[src/rtl/fifo_ctrl.sv]
// Pointer/flag controller turning a dual-port register file into a FIFO.
// Optional sticky overflow/underflow flags: define FIFO_CTRL_ERR_EN.
module fifo_ctrl #(
   parameter int Awidth   = 2,
   parameter int AF_LEVEL = 3,
   parameter int AE_LEVEL = 1
) (
   input  logic              clk,
   input  logic              rst_n,
   input  logic              wr,
   input  logic              rd,
`ifdef FIFO_CTRL_ERR_EN
   input  logic              err_clr,
   output logic              overflow,
   output logic              underflow,
`endif
   output logic              wren,
   output logic [Awidth-1:0] waddr,
   output logic [Awidth-1:0] raddr,
   output logic              full,
   output logic              empty,
   output logic              almost_full,
   output logic              almost_empty,
   output logic [Awidth:0]   count
);

   localparam int DEPTH = 2**Awidth;
   localparam logic [Awidth:0]   DepthC = (Awidth+1)'(DEPTH);
   localparam logic [Awidth:0]   AfC    = (Awidth+1)'(AF_LEVEL);
   localparam logic [Awidth:0]   AeC    = (Awidth+1)'(AE_LEVEL);
   localparam logic [Awidth-1:0] PtrOne = Awidth'(1);
   localparam logic [Awidth:0]   CntOne = (Awidth+1)'(1);

   logic [Awidth-1:0] w_ptr_q, w_ptr_d;
   logic [Awidth-1:0] r_ptr_q, r_ptr_d;
   logic [Awidth:0]   cnt_q, cnt_d;
   logic              full_q, full_d;
   logic              empty_q, empty_d;
   logic              push_ok, pop_ok;

   // A push into a full FIFO is legal when a pop frees the slot this edge.
   assign push_ok = wr & (~full_q | rd);
   assign pop_ok  = rd & ~empty_q;

   always_comb begin
      w_ptr_d = w_ptr_q;
      r_ptr_d = r_ptr_q;
      cnt_d   = cnt_q;
      if (push_ok) w_ptr_d = w_ptr_q + PtrOne;
      if (pop_ok)  r_ptr_d = r_ptr_q + PtrOne;
      unique case (1'b1)
         push_ok & ~pop_ok: cnt_d = cnt_q + CntOne;
         pop_ok & ~push_ok: cnt_d = cnt_q - CntOne;
         default: ;
      endcase
      full_d  = (cnt_d == DepthC);
      empty_d = (cnt_d == '0);
   end

   always_ff @(posedge clk or negedge rst_n) begin
      if (!rst_n) begin
         w_ptr_q <= '0;
         r_ptr_q <= '0;
         cnt_q   <= '0;
         full_q  <= 1'b0;
         empty_q <= 1'b1;
      end else begin
         w_ptr_q <= w_ptr_d;
         r_ptr_q <= r_ptr_d;
         cnt_q   <= cnt_d;
         full_q  <= full_d;
         empty_q <= empty_d;
      end
   end

`ifdef FIFO_CTRL_ERR_EN
   logic ovf_q, ovf_d;
   logic unf_q, unf_d;

   // A new error in the same cycle as err_clr keeps the flag set.
   assign ovf_d = (ovf_q & ~err_clr) | (wr & full_q & ~rd);
   assign unf_d = (unf_q & ~err_clr) | (rd & empty_q);

   always_ff @(posedge clk or negedge rst_n) begin
      if (!rst_n) begin
         ovf_q <= 1'b0;
         unf_q <= 1'b0;
      end else begin
         ovf_q <= ovf_d;
         unf_q <= unf_d;
      end
   end

   assign overflow  = ovf_q;
   assign underflow = unf_q;
`endif

   assign wren         = push_ok;
   assign waddr        = w_ptr_q;
   assign raddr        = r_ptr_q;
   assign full         = full_q;
   assign empty        = empty_q;
   assign count        = cnt_q;
   assign almost_full  = (cnt_q >= AfC);
   assign almost_empty = (cnt_q <= AeC);

endmodule

[config.mk]
export PLATFORM = sky130hd
export DESIGN_NAME = fifo_ctrl
export DESIGN_NICKNAME = d
export VERILOG_FILES = /design/src/rtl/fifo_ctrl.sv
export SDC_FILE = /design/constraint.sdc
export NUM_CORES = 1
export LEC_CHECK = 0
export CAP_MARGIN = 5
export CORE_AREA = 2 2 39 41
export DETAILED_ROUTE_END_ITERATION = 12
export DIE_AREA = 0 0 41 43
export DONT_BUFFER_PORTS = 1
export GPL_TIMING_DRIVEN = 1
export SLEW_MARGIN = 20
export SYNTH_ARGS = -nofsm -noshare
export SYNTH_HDL_FRONTEND = slang
export SYNTH_SLANG_ARGS = --single-unit
export TNS_END_PERCENT = 100
[constraint.sdc]
create_clock -name clk -period 4.9 [get_ports clk]
set_input_delay 0.98 -clock clk [delete_from_list [all_inputs] [get_ports clk]]
set_output_delay 0.98 -clock clk [all_outputs]
set_load 0.005 [all_outputs]
# == Word-level counts from Yosys, hierarchy flattened ==
# Index checks and enable logic that the tools add are counted.
# classes
addsub,4
n_lt_le_gt_ge,2
eq_ne,1
n_mux,1
n_bitwise,9
n_reduce_logical,1
# op_table
op,n
$pmux W3 S2,1
$add A2 B1 Y2 const B,2
$and A1 B1 Y1,4
$not A1 Y1,4
$add A3 B1 Y3 const B,1
$eq A3 B3 Y1 const B,1
$ge A3 B2 Y1 const B,1
$le A3 B1 Y1 const B,1
$logic_not A3 Y1,1
$sub A3 B1 Y3 const B,1
$or A1 B1 Y1,1
# totals
register_bits,9
input_bits,4
output_inout_bits,12
elab_cells,23

# == Logic depth before layout (Yosys ltp) ==
# Gate-level depths: netlist (run 1).
# depth
word_depth,7
mapped_depth,7
depth_no_buf,7

# == Least setup slack after synthesis (run 1) ==
# OpenSTA, ideal clock, no wires.
# synth_path
path_kind,input-to-reg
startpoint,input rd
endpoint,"register full_q, in the netlist full"
setup_ns,0.073
t_arrival_ns,2.289
setup_slack_ns,2.538
cell_stages,6
n_path_buf,1
cell_sequence,o21ai_0 -> ha_1 -> buf_6 -> or3b_1 -> nand4_2 -> a21boi_2
# synth_between
elab_chain_len,6
word_cells_on_any_way,9
cone_classes,eq/ne: 1; mux: 1; bitwise: 7
# synth_rtl
item,line_no,text
from (decl),11,"input logic rd,"
$or A1 B1 Y1,42,assign push_ok = wr & (~full_q | rd);
$and A1 B1 Y1,42,
$not A1 Y1,53,pop_ok & ~push_ok: cnt_d = cnt_q - CntOne;
$and A1 B1 Y1,53,
$pmux W3 S2 (*),51,unique case (1'b1)
net cnt_d[2],36,"logic [Awidth:0] cnt_q, cnt_d;"
$eq A3 B3 Y1 (*),56,full_d = (cnt_d == DepthC);
net full_d,37,"logic full_q, full_d;"
to (signal assigned),71,full_q <= full_d;
to (decl),37,
# The timed path passes the listed nets; every way through them passes the cells marked *.
# A chain may end at the register's enable or synchronous reset.

# == Worst setup path after layout (run 1) ==
# layout_path
startpoint,input rd
endpoint,output wren
# layout_between
elab_chain_len,2
# layout_rtl
item,line_no,text
$or A1 B1 Y1,42,
$and A1 B1 Y1,42,
to (decl),17,"output logic wren,"
# Every way passes these cells.

==> impl_metrics.yaml, run 1 <==
status:
  status: "completed"
grt:
  grt_pass1_vias: 353
  grt_max_degree: 11
  grt_pass1_wl_um: 1531
  grt_usage_pct: 13.23
  grt.overflow.total: 0
  antenna_found_initial: 0
synthesis:
  synth_fp_nets: 62
  synth_area_um2: 540.5
  synth.top_cell.area_share_pct: 37.04
  syn_inst: 52
  synth.area.top_cells: "dfrtp_1 (37%), ha_1 (14%), xnor2_1 (6.5%)"
  synth_cell_types: 21
  synth_warnings: 0
  yosys.area.top_type: "dfrtp_1"
  yosysSeqAreaShare_pct: 41.90
  synth.top_cells.by_count: "dfrtp_1 (8), ha_1 (6), inv_1 (6), nand2_1 (5)"
  synth_edf_count: 0
  synth-main-ff-cell: "dfrtp_1"
  yosysMostFrequentCell: "dfrtp_1"
  syn_avg_cell_area_um2: 10.39
  async_reset_ff_share_pct: 100.0
  ys_ff_latch: 9
sta:
  slew_headroom_pct: 73.40
  min_period_ps: 2423
  setup_violations: 0
  timing.fmax_ghz: 0.4128
  finalClockSkew_ps: 0.7742
  slew_violations: 0
  final-hold-violation-count: 0
  tightest_slew_ps: 394.8
  post-route-period-util_pct: 49.44
  rsz0062_at_grt: "false"
  setup_tns_ps: 0
  fin_ws_ps: 2478
routing:
  wl_um: 934
  avgRoutedWirePerCell_um: 13.15
  via_count: 366
  first_pass_iters: 2
  viasPerCell: 5.155
  ant_nets: 0
  drc_errors: 0
  drt_iter0_drc: 6
finish:
  drive_above_1_share_pct: 14.55
  seqCellArea_um2: 226.5
  fillers: 142
  multi_input_area_um2: 280.3
  n_antenna_cell: 0
  area_growth_pct: 6.482
  post-route-util_pct: 41.59
  nets: 66
clock_tree:
  worstSkewPairLatency_ps: 260
  cts_setup_buffers: 0
  hold_buffers: 0
  cts_max_level: 1
  path_clk_slew_ps: 60
  clockBufferDepth: 2
  cts_sinks: 9
  clock-root-buffer: "clkbuf_4"
  cts_tree: "done"
  cts_resized: 0
  cts_buffers: 3
floorplanning:
  dieWidth_um: 41
  initial_core_util_pct: 39.06
  core_area_um2: 1384
  io_pins: 16
  fp.dieH_um: 43
  num_rows: 14
  die_area_um2: 1763
setup_path:
  cp_slowest_stage_delay_ps: 320
  arrival_ps: 1440
  r2r-end: "full"
  critPathKind: "in -> out"
  worstPathMaxFanout: 3
  worstPathRequired_ps: 3920
  worstSetupEndpointType: "output pin"
  crit_family: "compound AO/OA/AOI/OAI gates"
  path_buf_inv: 1
  r2r_start: "empty"
  cp_cell_sequence: "o21ai_0 > inv_1"
  slowest_stage: "o21ai_0"
  r2r_slack_ps: 2970
  start_kind: "input pin"
  r2r.worst_path.cells: 6
place:
  post-place-ws_ps: 2443
  io_buffers: 0
  hpwlAfterDp_um: 733.5
  place_congestion: 0.7696
job:
  max_cap_violations: 0
worst_hold_path:
  hp-class: "in -> async"
power:
  ir_drop_v: 0.0001742
  p_leak_nw: 0.2558
  p_total_mw: 0.3455
  power-per-cell-area_nw_per_um2: 600.2
[registers in the layout (all words and copies together), names as in the netlist]
register and count:
count 3, empty 1, full 1, raddr 2
waddr 2
[placed cells by master (no fill, tap or decap)]
cell type / n
or3b_1: 1
o21ai_0: 4
inv_1: 6
nand4_2: 1
nand3b_1: 1
nand2_1: 5
ha_1: 6
a211o_2: 1
clkbuf_4: 3
mux2i_1: 1
nand4bb_1: 1
o211ai_1: 1
dfstp_2: 1
a21oi_1: 2
xnor2_1: 4
and4bb_2: 1
nand2b_1: 2
dfrtp_1: 8
a21boi_2: 1
clkbuf_1: 1
nor2_1: 3
a31oi_1: 1
[worst max path at each step]
stage                     startpoint  cells after the start  slack [ps]    to
after detailed placement          rd                      5        2440  full
final                             rd                      2        2480  wren
after global placement            rd                      2        2470  wren
after CTS                         rd                      2        2460  wren
after floorplan                   rd                      6        2540  full
after global routing              rd                      2        2440  wren
[per-stage QoR]
stage / std cells / hold slack [ps] / cell area, um^2
after CTS: 71 / 403.6 / 575.6
after global placement: 67 / 489.2 / 549.3
final: 71 / 408.5 / 575.6
after detailed placement: 67 / 494.6 / 549.3
after global routing: 71 / 390.6 / 575.6
after floorplan: 52 / 467.8 / 540.5
[power by group]
| part | internal, mW | total (mW) | switching (mW) |
|---|---|---|---|
| logic | 0.0665 | 0.138 | 0.0714 |
| clock network | 0.0314 | 0.0585 | 0.0271 |
| registers | 0.111 | 0.149 | 0.0376 |
| total | 0.209 | 0.345 | 0.136 |
[cell type report]
type,instances,share of cell area (%)
Sequential cell,9,39.35
Multi-Input combinational cell,36,48.70
Clock buffer,4,4.565
Inverter,6,3.913
Tap cell,16,3.478
[cell families after synthesis]
group | Yosys count | share of synthesized area [%]
AND/OR/NAND/NOR | 15 | 17.59
adder cells (fa/ha/maj) | 6 | 13.89
multiplexers | 1 | 1.852
buffers and inverters | 7 | 6.250
XOR/XNOR | 4 | 6.481
AO/OA/AOI/OAI | 10 | 12.04
flip-flops | 9 | 41.90
[metal layers]
layer	global-route usage (%)	share of wire (%)	vias up
li1	-	-	181
met1	15.74	43	173
met2	20.31	53	8
met3	3.141	2.8	4
met4	8.000	1.5	0
met5	0	0	-
No activity file was read; power rests on OpenSTA's default activity.
==> inputs of run 2 (changes only) <==
- clock period: 4.9 -> 2.4 ns (I/O delays scaled with it)
==> impl_metrics.yaml, run 2 (same netlist as run 1, synthesis figures left out) <==
setup_path:
  critPathKind: "reg -> reg"
  worstSetupEndpointType: "flop"
  worstPathMaxFanout: 10
  arrival_ps: 2130
  start_kind: "flop"
  crit_path_start: "empty"
  worstPathRequired_ps: 2590
  r2r_start: "empty"
clock_tree:
  cts_sinks: 9
  cts_tree: "done"
  path_clk_slew_ps: 60
  worstSkewPairLatency_ps: 260
  cts_buffers: 3
  clockBufferDepth: 2
  cts_max_level: 1
  clock-root-buffer: "clkbuf_4"
place:
  dpl-instance-area_um2: 549.3
  hpwlAfterDp_um: 716.8
  post-place-ws_ps: 434.4
  io_buffers: 0
  dp_cells: 67
  place_congestion: 0.7305
finish:
  n_antenna_cell: 0
  largest_register_ffs: 3
  fin_cells: 72
  layout_commonest_cell: "dfrtp_1"
  drive_above_1_share_pct: 14.29
  nets: 67
  mostFrequentLayoutCells: "dfrtp_1 (8), inv_1 (6), ha_1 (6)"
  area_growth_pct: 8.333
  stdcell_area_um2: 585.6
power:
  ir_drop_v: 0.0004701
  p_leak_nw: 0.2599
  power-per-cell-area_nw_per_um2: 1207
sta:
  slew_violations: 0
  finalClockSkew_ps: 4.156
  tightest_slew_ps: 409.9
  rsz0062_at_grt: "false"
  final-hold-violation-count: 0
  post-route-period-util_pct: 80.83
  min_period_ps: 1940
  fin_ws_ps: 460.1
  timing.fmax_ghz: 0.5155
  slew_headroom_pct: 72.39
  hold_ws_ps: 54.41
  setup_tns_ps: 0
  setup_violations: 0
routing:
  first_pass_iters: 4
  avgRoutedWirePerCell_um: 13.38
  wl_um: 963
  drc_errors: 0
  viasPerCell: 5.222
  ant_nets: 0
  via_count: 376
  drt_iter0_drc: 12
worst_hold_path:
  hp-class: "in -> async"
grt:
  grt.overflow.total: 0
  grt_pass1_vias: 360
  antenna_found_initial: 0
  grt_usage_pct: 12.77
  grt_pass1_wl_um: 1497
  grt_max_degree: 11
floorplanning:
  num_rows: 14
  initial_core_util_pct: 39.06
  core_area_um2: 1384
  dieWidth_um: 41
  die_area_um2: 1763
  fp.dieH_um: 43
  io_pins: 16
status:
  status: "completed"
job:
  max_cap_violations: 0
[run 2: final timing paths]
| check | endpoint | slack [ps] | cells past startpoint |
|---|---|---|---|
| worst max-delay path | full | 460 | 6 |
| min in group clk | waddr[1] | 420 | 2 |
| worst min register to register | waddr[1] | 500 | 1 |
| max in group asynchronous | raddr[1] | 1570 | 1 |
| worst min-delay path | empty | 50 | 0 |
| worst max register to register | full | 460 | 6 |
[run 2: routing by layer]
| layer | wire length, um | track usage (%) | vias to the layer above | share of wire, % |
|---|---|---|---|---|
| met5 | 0 | 0 | - | 0 |
| met2 | 502 | 18.44 | 9 | 52 |
| met3 | 37 | 3.141 | 2 | 3.8 |
| li1 | - | - | 182 | - |
| met1 | 404 | 15.23 | 183 | 42 |
| met4 | 19 | 10.00 | 0 | 2.0 |
[run 2: metrics by stage]
stage	total power, mW	utilization, %
after floorplan	0.5434	-
after global placement	0.5812	39.69
after detailed placement	0.5905	39.69
after CTS	0.7147	42.31
after global routing	0.7691	42.31
final	0.7068	42.31
[run 2: area by class of cell]
cell class | instances | area (um^2)
clock buffer | 4 | 26.28
fill | 145 | 798.3
inverter | 6 | 22.52
multi-input combinational | 36 | 280.3
sequential | 9 | 226.5
tap | 16 | 20.02
timing repair buffer | 1 | 10.01
[run 2: critical path, stage by stage (launching register included)]
cell	delay, ps
dfstp_2	540
nand2b_1	180
inv_1	80
ha_1	390
or3b_1	410
nand4_2	120
a21boi_2	160
[run 2: timing repair]
item                                    4_1_cts  5_1_grt
hold buffers                                  1        0
endpoints found under the setup margin        0        0
endpoints found under the hold margin         8        0
setup buffers                                 0        0
gates resized for setup                       0        0
[run 2: power by group]
part | internal, mW | switching (mW) | total, mW | leakage, nW
clock network | 0.0641 | 0.0533 | 0.117 | 0.0150
registers | 0.228 | 0.0778 | 0.306 | 0.110
logic | 0.136 | 0.148 | 0.284 | 0.135
total | 0.428 | 0.279 | 0.707 | 0.260
==> inputs of run 3 (changes only) <==
- clock period: 2.4 -> 1.9 ns (I/O delays scaled with it)
==> impl_metrics.yaml, run 3 (same netlist as run 1, synthesis figures left out) <==
status:
  status: "completed"
sta:
  post-route-period-util_pct: 93.73
  setup_tns_ps: 0
  setup_violations: 0
  min_period_ps: 1781
  rsz0062_at_grt: "false"
  slew_headroom_pct: 73.09
  final-hold-violation-count: 0
  finalClockSkew_ps: 9.385
  tightest_slew_ps: 402.3
  slew_violations: 0
  timing.fmax_ghz: 0.5615
place:
  io_buffers: 0
  place_congestion: 0.7226
  dpl-instance-area_um2: 564.3
  hpwlAfterDp_um: 675.9
  dp_cells: 69
setup_path:
  endpoint: "full"
  r2r_start: "empty"
  worstPathMaxFanout: 6
  worstPathRequired_ps: 2090
  crit_path_start: "empty"
  start_kind: "flop"
  worstSetupEndpointType: "flop"
  r2r-end: "full"
  r2r.worst_path.cells: 6
  arrival_ps: 1970
  r2r_slack_ps: 120
  critPathKind: "reg -> reg"
clock_tree:
  cts_setup_buffers: 0
  clock-root-buffer: "clkbuf_4"
  cts_tree: "done"
  worstSkewPairLatency_ps: 250
  path_clk_slew_ps: 70
  cts_buffers: 3
  clockBufferDepth: 2
  cts_max_level: 1
  cts_sinks: 9
finish:
  drive_above_1_share_pct: 20.69
  largest_register_ffs: 3
  fillers: 137
  n_antenna_cell: 0
  mostFrequentLayoutCells: "dfrtp_1 (8), inv_1 (6), ha_1 (6)"
  fin_cells: 74
  nets: 69
  stdcell_area_um2: 614.3
  layout_commonest_cell: "dfrtp_1"
  area_growth_pct: 13.66
routing:
  avgRoutedWirePerCell_um: 11.66
  ant_nets: 0
  wl_um: 863
  drt_iter0_drc: 5
  via_count: 356
  viasPerCell: 4.811
  drc_errors: 0
  first_pass_iters: 4
floorplanning:
  io_pins: 16
  core_area_um2: 1384
  die_area_um2: 1763
  initial_core_util_pct: 39.06
  num_rows: 14
  fp.dieH_um: 43
  dieWidth_um: 41
worst_hold_path:
  hp-class: "in -> reg"
  min-delay-start: "rd"
grt:
  grt_pass1_vias: 332
  grt.overflow.total: 0
  grt_pass1_wl_um: 1428
  antenna_found_initial: 0
  grt_usage_pct: 11.64
  grt_max_degree: 10
power:
  power-per-cell-area_nw_per_um2: 1511
  ir_drop_v: 0.0005078
  p_leak_nw: 0.2757
  p_total_mw: 0.9284
job:
  max_cap_violations: 0
[run 3: changes by cell type in the layout (fill, tap and decap cells not counted), sizes merged]
cell  change
buf       +2
[run 3: worst min path at each step]
stage / depth (start not counted) / slack (ps) / end
after floorplan: 0 / 80 / count[0]
after global placement: 0 / 80 / waddr[1]
after detailed placement: 0 / 80 / raddr[1]
after CTS: 2 / 350 / waddr[1]
after global routing: 2 / 290 / raddr[0]
final: 2 / 300 / raddr[0]
[run 3: critical path, cell delays in order (launching register included)]
cell and delay (ps):
dfstp_2 540, nand2b_4 130, inv_1 60, ha_1 330
or3b_1 380, nand4_2 120, a21boi_2 150
[run 3: through the flow]
step | setup slack (ps) | hold WS, ps | util (%)
floorplan | 103.3 | 84.41 | -
global placement | 63.14 | 84.56 | 40.78
detailed placement | 73.56 | 84.56 | 40.78
CTS | 41.33 | 346.5 | 43.40
global route | 13.44 | 287.1 | 44.39
finish | 119.1 | 295.2 | 44.39
[run 3: final cells by class]
cell class                 count  area, um^2  area share, %
tap                           16       20.02          3.259
timing repair buffer           3       25.02          4.073
sequential                     9       226.5          36.86
clock buffer                   4       26.28          4.277
multi-input combinational     36       294.0          47.86
inverter                       6       22.52          3.666
[run 3: per-layer routing]
| layer | part of all wire [%] | GRT usage (%) | vias up |
|---|---|---|---|
| met5 | 0 | 0 | - |
| met4 | 0 | 4.000 | 0 |
| met3 | 3.6 | 3.141 | 0 |
| met2 | 50 | 16.88 | 10 |
| met1 | 46 | 16.17 | 160 |
| li1 | - | - | 186 |
[run 3: power breakdown]
part / total (mW) / switching [mW] / internal, mW
sequential: 0.379 / 0.0911 / 0.288
clock: 0.144 / 0.0637 / 0.0806
combinational: 0.405 / 0.198 / 0.207
[run 3: timing repair]
item / 4_1_cts / 5_1_grt
gates resized for setup: 0 / 3
endpoints found under the setup margin: 0 / 2
hold buffers: 1 / 0
hold endpoints to repair: 9 / 0
